$ cat src/rtl/imem_loader.sv
// Byte-stream instruction-memory loader: assembles big-endian words, writes them
// to consecutive addresses and releases the CPU once the checksum verifies.
module imem_loader #(
  parameter int unsigned ADDR_WIDTH    = 8,
  parameter int unsigned BASE_ADDR     = 0,
  parameter logic        HOLD_AT_RESET = 1'b1
) (
  input  logic                  clk,
  input  logic                  reset,
  input  logic                  start,
  input  logic                  in_valid,
  input  logic [7:0]            in_data,
  output logic                  in_ready,
  output logic                  wr_en,
  output logic [ADDR_WIDTH-1:0] wr_addr,
  output logic [31:0]           wr_data,
  output logic                  cpu_hold,
  output logic                  done,
  output logic                  err
);

  typedef enum logic [2:0] {
    S_IDLE, S_COUNT, S_DATA, S_CHECK, S_DONE, S_ERR
  } state_t;

  state_t      state, state_nxt;
  logic [7:0]  count;
  logic [7:0]  csum;
  logic [7:0]  word_idx;
  logic [1:0]  byte_idx;
  logic [23:0] asm_word;

  logic fire_c, start_ok_c, word_done_c, last_word_c;

  // Next-state and handshake decode
  always_comb begin
    state_nxt   = state;
    in_ready    = 1'b0;
    start_ok_c  = 1'b0;
    word_done_c = 1'b0;
    last_word_c = (word_idx == 8'(count - 8'd1));
    case (state)
      S_COUNT, S_DATA, S_CHECK: in_ready = 1'b1;
      default:                  in_ready = 1'b0;
    endcase
    fire_c = in_valid && in_ready;
    case (state)
      S_IDLE, S_DONE, S_ERR: begin
        if (start) begin
          start_ok_c = 1'b1;
          state_nxt  = S_COUNT;
        end
      end
      S_COUNT: begin
        if (fire_c) state_nxt = (in_data == 8'd0) ? S_CHECK : S_DATA;
      end
      S_DATA: begin
        if (fire_c && byte_idx == 2'd3) begin
          word_done_c = 1'b1;
          if (last_word_c) state_nxt = S_CHECK;
        end
      end
      S_CHECK: begin
        if (fire_c) state_nxt = (in_data == csum) ? S_DONE : S_ERR;
      end
      default: state_nxt = S_IDLE;
    endcase
  end

  always_ff @(posedge clk or posedge reset) begin
    if (reset) state <= S_IDLE;
    else       state <= state_nxt;
  end

  // Datapath, write port and status flags
  always_ff @(posedge clk or posedge reset) begin
    if (reset) begin
      wr_en    <= 1'b0;
      wr_addr  <= '0;
      wr_data  <= 32'd0;
      cpu_hold <= HOLD_AT_RESET;
      done     <= 1'b0;
      err      <= 1'b0;
      count    <= 8'd0;
      csum     <= 8'd0;
      word_idx <= 8'd0;
      byte_idx <= 2'd0;
      asm_word <= 24'd0;
    end else begin
      wr_en <= word_done_c;
      if (start_ok_c) begin
        done     <= 1'b0;
        err      <= 1'b0;
        cpu_hold <= 1'b1;
      end
      if (fire_c) begin
        case (state)
          S_COUNT: begin
            count    <= in_data;
            csum     <= in_data;
            word_idx <= 8'd0;
            byte_idx <= 2'd0;
          end
          S_DATA: begin
            csum     <= csum ^ in_data;
            byte_idx <= byte_idx + 2'd1;
            asm_word <= {asm_word[15:0], in_data};
            if (word_done_c) begin
              wr_data  <= {asm_word, in_data};
              wr_addr  <= ADDR_WIDTH'(BASE_ADDR) + ADDR_WIDTH'(word_idx);
              word_idx <= word_idx + 8'd1;
            end
          end
          S_CHECK: begin
            if (in_data == csum) begin
              done     <= 1'b1;
              cpu_hold <= 1'b0;
            end else begin
              err <= 1'b1;
            end
          end
          default: ;
        endcase
      end
    end
  end

endmodule
$ cat config.mk
export PLATFORM = sky130hd
export DESIGN_NAME = imem_loader
export DESIGN_NICKNAME = d
export VERILOG_FILES = /design/src/rtl/imem_loader.sv
export SDC_FILE = /design/constraint.sdc
export NUM_CORES = 1
export LEC_CHECK = 0
export CAP_MARGIN = 20
export CORE_MARGIN = 1
export CORE_UTILIZATION = 55
export DETAILED_ROUTE_END_ITERATION = 16
export PLACE_DENSITY = 0.8
export SLEW_MARGIN = 20
export SYNTH_ARGS = -nofsm -noshare
export SYNTH_HDL_FRONTEND = slang
export SYNTH_SLANG_ARGS = --single-unit
$ cat constraint.sdc
create_clock -name clk -period 3.82 [get_ports clk]
set_input_delay 0.382 -clock clk [delete_from_list [all_inputs] [get_ports clk]]
set_output_delay 0.382 -clock clk [all_outputs]
set_load 0.005 [all_outputs]
==> PnR_summary.wiki, run 1 <==
{| class="wikitable"
! Metric !! Value
|-
| Total number of clock tree sinks || 97
|-
| Final Slew Violations || 0
|-
| Leak || 0.00246 uW
|-
| Final wirelength || 8.06 mm
|-
| Type of element capturing the critical path || flip-flop
|-
| Worst Skew || 0.00912 ns
|-
| CTS root buf || clkbuf_8
|-
| Pin count of the biggest net entering global routing || 54
|-
| Max frequency || 398 MHz
|-
| Period Utilization, post-route || 65.7%
|-
| Worst Max-Slew Pin Slew || 0.758 ns
|-
| Critical Path AT || 2.76 ns
|-
| Dominant register cell in the synthesized netlist || dfrtp_1
|-
| Routability-driven placement congestion ratio || 0.808
|-
| Final cell count without fillers || 507
|-
| Final antenna-violating net count || 0
|-
| Postcts setup bufs || 0
|-
| Cells after synthesis || 343
|-
| Mapped Nets || 358
|-
| Period minus WS final || 2.51 ns
|-
| TritonCTS clock tree || done
|-
| Detailed placement HPWL || 5.52 mm
|-
| Most common cell after layout, fill and taps aside || dfrtp_1
|-
| Dominant cell type by area after synthesis || dfrtp_1
|-
| Ant. Diodes || 0
|-
| Top cells by area in the synthesized netlist || dfrtp_1, mux2_4, mux2_2
|-
| Max VDD drop || 0.427 mV
|-
| Row count || 32
|-
| Rel. slew slack || 49.4%
|-
| Worst R2R Path Depth || 4
|-
| Sort of element at the start of the critical path || flip-flop
|-
| Post-placement setup slack || 1.17 ns
|-
| Register bit total from synthesis || 97
|-
| Count of distinct cell types in the synthesized netlist || 40
|-
| Buffer levels on the longest clock path || 2
|-
| Setup TNS || 0 ns
|-
| Final-report hold violation count || 0
|-
| Number of global-route vias before repair || 2800
|-
| Wire length of the first global-routing pass || 13.7 mm
|-
| Util after Layout || 67.4%
|-
| Remaining routing DRC violations || 0
|-
| Detailed router's first-iteration violation count || 128
|-
| Critical path startpoint || state[1]$_DFFE_PP0P_
|-
| Global route total overflow || 0
|-
| WS Path Type || reg -> reg
|-
| Maximum level of the CTS H-tree || 3
|-
| Detail-routed via count per cell || 5.36
|-
| Part of the Yosys area used for sequential elements || 55.2%
|-
| Total of fill cells in the finished design || 573
|-
| Dpl cells || 491
|-
| Multi-input logic area || 0.00184 mm^2
|-
| Total iterations of the first detailed-routing run || 4
|-
| Port Buffers || 56
|-
| WL per Instance || 15.9 um
|-
| Hold-fix buffer count after cts || 0
|-
| Largest fanout on the critical path || 43
|-
| Slack of the critical path || 1.31 ns
|-
| Effective utilization at floorplan || 56.9%
|-
| Per-instance average area after synthesis || 12.8 um^2
|-
| Worst endpoint required time || 4.07 ns
|-
| Number of enable-type register cells in the synthesized netlist || 0
|-
| Final net count || 415
|-
| Proportion of synthesized flip-flops having asynchronous set or reset || 100%
|-
| Area of the die || 0.00836 mm^2
|-
| Smallest hold slack || 0.454 ns
|-
| Post-cts resize count || 0
|-
| Power per cell area || 708 mW/mm^2
|-
| GRT Util Overall || 21.3%
|-
| Final Setup Violations || 0
|-
| Number of top-level pins || 57
|-
| Kind of path behind the tightest hold check || in -> async
|-
| Post-synthesis cell area || 0.00440 mm^2
|-
| Share of layout cells above drive strength 1 || 21.5%
|-
| Inserted Clock Buffers || 9
|-
| Placeable core region || 0.00773 mm^2
|-
| RSZ-0062 raised after global routing || no
|-
| End of the worst register-to-register path || wr_data[12]$_DFFE_PP0P_
|-
| Result of the run || finished clean
|-
| Die span in x || 91.4 um
|-
| # Max-Cap Violations || 0
|-
| Area growth syn-to-layout || 18.5%
|-
| FF+latch area || 0.00243 mm^2
|-
| Via Count || 2716
|-
| Clock transition at the register clock pins on the worst setup and hold paths after CTS || 0.10 ns
|-
| Synthesis Warnings || 0
|-
| Antenna violations before repair || 0
|-
| Commonest non-fill, non-tap cells in the layout || dfrtp_1, clkdlybuf4s50_1, nand2_1
|-
| Setup slack of the worst register-to-register path || 1.31 ns
|-
| Area share of the leading cell type in the synthesized netlist || 54.6%
|-
| Die height || 91.4 um
|-
| CP Capture Point || wr_data[12]$_DFFE_PP0P_
|-
| Insertion delay of the later-clocked pin in the worst-skew pair || 0.36 ns
|-
| Worst r2r src || state[1]$_DFFE_PP0P_
|}
-- worst max-delay path, cell delays in order (launching register included) --
cell	delay, ns
dfrtp_1	0.79
and3_1	0.26
buf_4	0.35
nand2_4	0.49
mux2_1	0.49
-- synthesized netlist by cell type (2+ instances only) --
cell type and n:
o21ai_0 8, ha_1 3, nor2_2 2, xor2_1 22, a21oi_1 10, and3_1 3, dfrtp_1 96, nand4_1 3
xnor2_1 14, a311oi_1 2, a31oi_1 3, nand2b_1 4, buf_6 6, nor4_1 6, nand3_1 4, mux2_1 3
mux2_2 24, inv_1 8, buf_2 5, nand2_1 45, nor3_1 3, o21ai_1 3, nor2_1 15, mux2_4 35
-- where the power goes --
group | internal (uW) | leakage [uW] | switching [uW]
clock network | 314 | 0.0000994 | 370
logic | 767 | 0.00110 | 527
registers | 1400 | 0.00126 | 316
total | 2480 | 0.00246 | 1210
-- layout make-up --
| type | count | share of cell area [%] |
|---|---|---|
| Clock buffer | 10 | 2.45 |
| Clock inverter | 6 | 1.44 |
| Inverter | 8 | 0.624 |
| Multi-Input combinational cell | 225 | 35.2 |
| Sequential cell | 97 | 46.6 |
| Tap cell | 102 | 2.45 |
| Timing Repair Buffer | 59 | 11.2 |
-- flip-flops by register name, summed over array words and instances, names as in the netlist, 2 cells and up --
register  flops
wr_data      32
wr_addr       8
csum          8
word_idx      8
count         8
byte_idx      2
state         3
asm_word     24
-- per-layer routing --
metal | GRT usage [%] | up-vias | part of all wire [%]
met4 | 9.79 | 0 | 1.9
met3 | 3.27 | 12 | 3.2
li1 | - | 1274 | -
met2 | 33.8 | 64 | 49
met1 | 29.0 | 1366 | 46
met5 | 0 | - | 0
-- kinds of logic (layout without fill, tap and decap cells) --
| logic type | count (synthesis) | count (layout) | synth area share, % |
|---|---|---|---|
| fa+ha+maj | 3 | 3 | 0.854 |
| simple gates | 92 | 92 | 9.99 |
| flops | 97 | 97 | 55.2 |
| compound gates | 31 | 31 | 4.64 |
| mux | 63 | 63 | 19.1 |
| xor+xnor | 36 | 36 | 7.17 |
| buf+inv | 21 | 83 | 3.04 |
-- worst min-delay path by stage --
stage | startpoint | to | slack (ns) | cells after the start
final | reset | wr_en$_DFF_PP0_ | 0.45 | 2
after global routing | byte_idx[0]$_DFFE_PP0P_ | byte_idx[0]$_DFFE_PP0P_ | 0.51 | 1
after CTS | reset | wr_data[29]$_DFFE_PP0P_ | 0.47 | 2
after detailed placement | byte_idx[0]$_DFFE_PP0P_ | byte_idx[0]$_DFFE_PP0P_ | 0.48 | 1
after global placement | byte_idx[0]$_DFFE_PP0P_ | byte_idx[0]$_DFFE_PP0P_ | 0.46 | 1
after floorplan | byte_idx[0]$_DFFE_PP0P_ | byte_idx[0]$_DFFE_PP0P_ | 0.45 | 1
-- metrics by stage --
stage          total power, uW  area (um^2)
3_3_place_gp              2960         5010
6_report                  3690         5210
3_5_place_dp              3030         5010
4_1_cts                   3720         5210
2_1_floorplan             2560         4400
5_1_grt                   3930         5210
Power figures use the tool's default switching activity.
==> inputs of run 2 (changes only) <==
- clock period: 3.82 -> 2.5 ns (I/O delays scaled with it)
==> PnR_summary.wiki, run 2 (same netlist as run 1, synthesis figures left out) <==
{| class="wikitable"
! Metric !! Value
|-
| Worst Skew || 0.0107 ns
|-
| Net Sw Frac || 33.9%
|-
| Kind of path behind the tightest hold check || in -> async
|-
| Placeable core region || 0.00773 mm^2
|-
| Relative contribution of sequential cells to total power || 46.4%
|-
| Final Setup Violations || 0
|-
| Clock transition at the register clock pins on the worst setup and hold paths after CTS || 0.10 ns
|-
| Insertion delay of the later-clocked pin in the worst-skew pair || 0.38 ns
|-
| Final antenna-violating net count || 0
|-
| Power per cell area || 1050 mW/mm^2
|-
| GRT Util Overall || 22.9%
|-
| Remaining routing DRC violations || 0
|-
| Commonest non-fill, non-tap cells in the layout || dfrtp_1, clkdlybuf4s50_1, nand2_1
|-
| Util after Layout || 68.7%
|-
| # Max-Cap Violations || 0
|-
| Largest registers ranked by flip-flop count || wr_data (32), asm_word (24)
|-
| Post-cts resize count || 0
|-
| Global route total overflow || 0
|-
| Area of the die || 0.00836 mm^2
|-
| CTS root buf || clkbuf_8
|-
| Final Slew Violations || 0
|-
| Buffer levels on the longest clock path || 2
|-
| Largest fanout on the critical path || 11
|-
| Post-placement setup slack || 0.460 ns
|-
| Final wirelength || 8.63 mm
|-
| Final net count || 427
|-
| Type of element capturing the critical path || output pin
|-
| Clock Power Share || 16.9%
|-
| End of the worst register-to-register path || wr_data[26]$_DFFE_PP0P_
|-
| Routability-driven placement congestion ratio || 0.818
|-
| Detailed placement HPWL || 6.02 mm
|-
| Die span in x || 91.4 um
|-
| Number of flip-flops under the largest register name || 32
|-
| WL per Instance || 16.7 um
|-
| Area growth syn-to-layout || 20.8%
|-
| Total number of clock tree sinks || 97
|-
| Worst Max-Slew Pin Slew || 0.755 ns
|-
| Total iterations of the first detailed-routing run || 4
|-
| Maximum level of the CTS H-tree || 3
|-
| WS Path Type || reg -> out
|-
| Part of the power in combinational logic || 36.7%
|-
| Slack of the critical path || 0.343 ns
|-
| Ant. Diodes || 0
|-
| Number of global-route vias before repair || 2918
|-
| Worst r2r src || state[0]$_DFFE_PP0P_
|-
| Inserted Clock Buffers || 9
|-
| Share of layout cells above drive strength 1 || 23.8%
|-
| Final-report hold violation count || 0
|-
| Most common cell after layout, fill and taps aside || dfrtp_1
|-
| Antenna violations before repair || 0
|-
| Max VDD drop || 0.568 mV
|-
| Die height || 91.4 um
|-
| Max frequency || 464 MHz
|-
| Register with the most flip-flops || wr_data
|-
| Number of top-level pins || 57
|-
| Period Utilization, post-route || 86.3%
|-
| Period minus WS final || 2.16 ns
|-
| Worst R2R Path Depth || 5
|-
| Leak || 0.00251 uW
|-
| Wire length of the first global-routing pass || 14.5 mm
|-
| Rel. slew slack || 49.6%
|-
| Dpl cells || 503
|-
| TritonCTS clock tree || done
|-
| Setup slack of the worst register-to-register path || 0.66 ns
|-
| Pin count of the biggest net entering global routing || 41
|-
| Effective utilization at floorplan || 56.9%
|-
| Total design power || 5600 uW
|-
| RSZ-0062 raised after global routing || no
|-
| Sort of element at the start of the critical path || flip-flop
|-
| Worst endpoint required time || 2.25 ns
|-
| Final cell count without fillers || 518
|-
| Postcts setup bufs || 0
|-
| Sw Pwr || 1900 uW
|-
| Result of the run || finished clean
|-
| Detailed router's first-iteration violation count || 87
|-
| Setup TNS || 0 ns
|-
| Row count || 32
|-
| Internal power || 3700 uW
|-
| Via Count || 2794
|-
| Critical Path AT || 1.91 ns
|-
| Port Buffers || 56
|-
| Detail-routed via count per cell || 5.39
|-
| Hold-fix buffer count after cts || 0
|}
==> run 2: cell types whose count changed in the layout (fill, tap and decap cells not counted), sizes merged <==
cell / change
buf: +12
clkinvlp: +3
bufinv: -1
clkbuf: -1
clkinv: -1
inv: -1
==> run 2: layout make-up <==
type / instances / area, um^2
clock inverter: 6 / 51.3
clock buffer: 9 / 124
fill: 560 / 2420
multi-input combinational: 225 / 1840
timing repair buffer: 71 / 711
inverter: 8 / 33.8
sequential: 97 / 2430
tap: 102 / 128
==> run 2: routing by layer <==
layer / vias to the layer above / global-route usage (%) / wire length [um]
met2: 62 / 36.2 / 4180
li1: 1310 / - / -
met3: 17 / 3.60 / 247
met5: - / 0 / 0
met1: 1405 / 30.5 / 3980
met4: 0 / 11.9 / 228
==> run 2: power by group through the flow <==
stage | registers, uW | clock network [uW] | logic (uW)
final | 2600 | 946 | 2050
after global routing | 2680 | 1020 | 2260
after CTS | 2600 | 964 | 2080
after detailed placement | 2620 | 0 | 2060
after global placement | 2600 | 0 | 1980
after floorplan | 2470 | 0 | 1440
==> run 2: how the worst max path moves through the flow <==
| stage | startpoint | end | cells past startpoint |
|---|---|---|---|
| finish | state[1]$_DFFE_PP0P_ | in_ready | 4 |
| global route | state[1]$_DFFE_PP0P_ | in_ready | 4 |
| CTS | state[1]$_DFFE_PP0P_ | in_ready | 4 |
| detailed placement | in_valid | csum[3]$_DFFE_PP0P_ | 5 |
| global placement | in_valid | csum[4]$_DFFE_PP0P_ | 5 |
| floorplan | state[2]$_DFFE_PP0P_ | asm_word[6]$_DFFE_PP0P_ | 6 |
==> run 2: through the flow <==
stage | hold WS (ns) | area [um^2]
4_1_cts | 0.369 | 5310
2_1_floorplan | 0.355 | 4400
6_report | 0.349 | 5310
3_3_place_gp | 0.466 | 5140
5_1_grt | 0.397 | 5310
3_5_place_dp | 0.473 | 5140
==> run 2: critical path, stage by stage (launching register included) <==
cell and delay [ns]:
dfrtp_1 0.61, buf_4 0.25, nor2_1 0.07, nor2_1 0.10
clkdlybuf4s50_1 0.51
==> inputs of run 3 (changes only) <==
- CORE_UTILIZATION: 55 -> 50
- PLACE_DENSITY: 0.8 -> 0.73
==> PnR_summary.wiki, run 3 (same netlist as run 1, synthesis figures left out) <==
{| class="wikitable"
! Metric !! Value
|-
| Result of the run || finished clean
|-
| RSZ-0062 raised after global routing || no
|-
| Most common cell after layout, fill and taps aside || dfrtp_1
|-
| Final wirelength || 8.31 mm
|-
| Die span in x || 95.8 um
|-
| Total design power || 5560 uW
|-
| TritonCTS clock tree || done
|-
| Effective utilization at floorplan || 52.5%
|-
| Routability-driven placement congestion ratio || 0.859
|-
| Area growth syn-to-layout || 20.5%
|-
| Ant. Diodes || 0
|-
| Type of element capturing the critical path || output pin
|-
| Buffer levels on the longest clock path || 2
|-
| Via Count || 2822
|-
| Pin count of the biggest net entering global routing || 98
|-
| Worst Skew || 0.0138 ns
|-
| CTS root buf || clkbuf_8
|-
| Setup TNS || 0 ns
|-
| Cell Chain, Critical Path || buf_4 > nor2_1 > nor2_1 > clkdlybuf4s50_1
|-
| Hold-fix buffer count after cts || 0
|-
| Wire length of the first global-routing pass || 13.6 mm
|-
| Total iterations of the first detailed-routing run || 4
|-
| GRT Util Overall || 19.8%
|-
| Delay-heaviest family, CP || buffers and inverters
|-
| Critical Path AT || 1.76 ns
|-
| Port Buffers || 56
|-
| Power per cell area || 1050 mW/mm^2
|-
| Max frequency || 497 MHz
|-
| Slowest cell on the critical path || clkdlybuf4s50_1
|-
| Share of layout cells above drive strength 1 || 23.6%
|-
| Maximum level of the CTS H-tree || 3
|-
| Register with the most flip-flops || wr_data
|-
| Insertion delay of the later-clocked pin in the worst-skew pair || 0.36 ns
|-
| Total of fill cells in the finished design || 679
|-
| Multi-input logic area || 0.00184 mm^2
|-
| Worst Max-Slew Pin Slew || 0.643 ns
|-
| Number of flip-flops under the largest register name || 32
|-
| Rel. slew slack || 57.1%
|-
| Number of top-level pins || 57
|-
| Largest fanout on the critical path || 15
|-
| Inserted Clock Buffers || 9
|-
| Bufs and invs on worst path || 2
|-
| Leak || 0.00250 uW
|-
| Worst endpoint required time || 2.25 ns
|-
| Commonest non-fill, non-tap cells in the layout || dfrtp_1, clkdlybuf4s50_1, nand2_1
|-
| Crit path top cell by count || nor2_1
|-
| Detailed placement HPWL || 5.76 mm
|-
| Area of the die || 0.00917 mm^2
|-
| Detail-routed via count per cell || 5.42
|-
| Clock transition at the register clock pins on the worst setup and hold paths after CTS || 0.09 ns
|-
| Postcts setup bufs || 0
|-
| Final antenna-violating net count || 0
|-
| Antenna violations before repair || 0
|-
| Largest registers ranked by flip-flop count || wr_data (32), asm_word (24)
|-
| Sort of element at the start of the critical path || flip-flop
|-
| WL per Instance || 15.9 um
|-
| Remaining routing DRC violations || 0
|-
| Die height || 95.8 um
|-
| Placeable core region || 0.00838 mm^2
|-
| CP max stage delay || 0.50 ns
|-
| Global route total overflow || 0
|-
| Period Utilization, post-route || 80.5%
|-
| Detailed router's first-iteration violation count || 130
|-
| WS Path Type || reg -> out
|-
| Period minus WS final || 2.01 ns
|-
| Total number of clock tree sinks || 97
|-
| Max VDD drop || 0.467 mV
|-
| Number of global-route vias before repair || 2717
|-
| FF+latch area || 0.00243 mm^2
|-
| Final Setup Violations || 0
|-
| Row count || 33
|-
| Final-report hold violation count || 0
|-
| Final Slew Violations || 0
|-
| Final net count || 426
|-
| Kind of path behind the tightest hold check || in -> async
|-
| Post-cts resize count || 0
|-
| # Max-Cap Violations || 0
|}
-- run 3: cell count changes in the layout (fill, tap and decap cells not counted) --
cell,before,now
buf_12,3,2
inv_6,2,1
clkbuf_1,0,1
clkinv_4,0,1
-- run 3: report_power, final --
part / internal (uW) / total (uW) / switching (uW)
logic: 1190 / 2050 / 854
clock network: 374 / 932 / 558
registers: 2130 / 2580 / 447
-- run 3: metrics by stage --
stage / setup slack, ns / util, % / instances / hold WS (ns) / cell area [um^2]
global route: 0.366 / 63.2 / 521 / 0.443 / 5300
finish: 0.486 / 63.2 / 521 / 0.391 / 5300
floorplan: 0.918 / - / 343 / 0.355 / 4400
CTS: 0.472 / 63.2 / 521 / 0.410 / 5300
detailed placement: 0.415 / 61.1 / 505 / 0.477 / 5120
global placement: 0.439 / 61.1 / 505 / 0.462 / 5120
-- run 3: area by class of cell --
type                       instances  area share [%]
clock buffer                      10            2.41
inverter                           8           0.638
tap                              105            2.48
multi-input combinational        225            34.6
clock inverter                     6           0.968
sequential                        97            45.8
timing repair buffer              70            13.0
-- run 3: per-layer routing --
metal  global-route usage, %  vias up  routed length (um)  part of all wire [%]
li1                        -     1304                   -                     -
met1                    27.9     1428                3760                    45
met2                    31.0       77                4000                    48
met3                    3.00       13                 399                   4.8
met4                    7.59        0                 152                   1.8
met5                       0        -                   0                     0
-- run 3: final timing paths --
check | slack (ns) | end | depth (start not counted) | start
worst min-delay path | 0.39 | wr_addr[2]$_DFFE_PP0P_ | 3 | reset
worst max register to register | 0.54 | state[0]$_DFFE_PP0P_ | 7 | count[0]$_DFFE_PP0P_
worst min register to register | 0.49 | byte_idx[0]$_DFFE_PP0P_ | 1 | byte_idx[0]$_DFFE_PP0P_
max in group asynchronous | 1.71 | cpu_hold$_DFF_PP1_ | 3 | reset
min in group clk | 0.49 | byte_idx[0]$_DFFE_PP0P_ | 1 | byte_idx[0]$_DFFE_PP0P_
worst max-delay path | 0.49 | in_ready | 4 | state[1]$_DFFE_PP0P_
-- run 3: worst reg2reg max path, stage by stage, from the launching register on --
cell and delay, ns:
dfrtp_1 0.43, inv_1 0.10, ha_1 0.21, nor3b_1 0.25
xnor2_1 0.10, nor4_1 0.34, a31oi_1 0.12, nor3_1 0.30
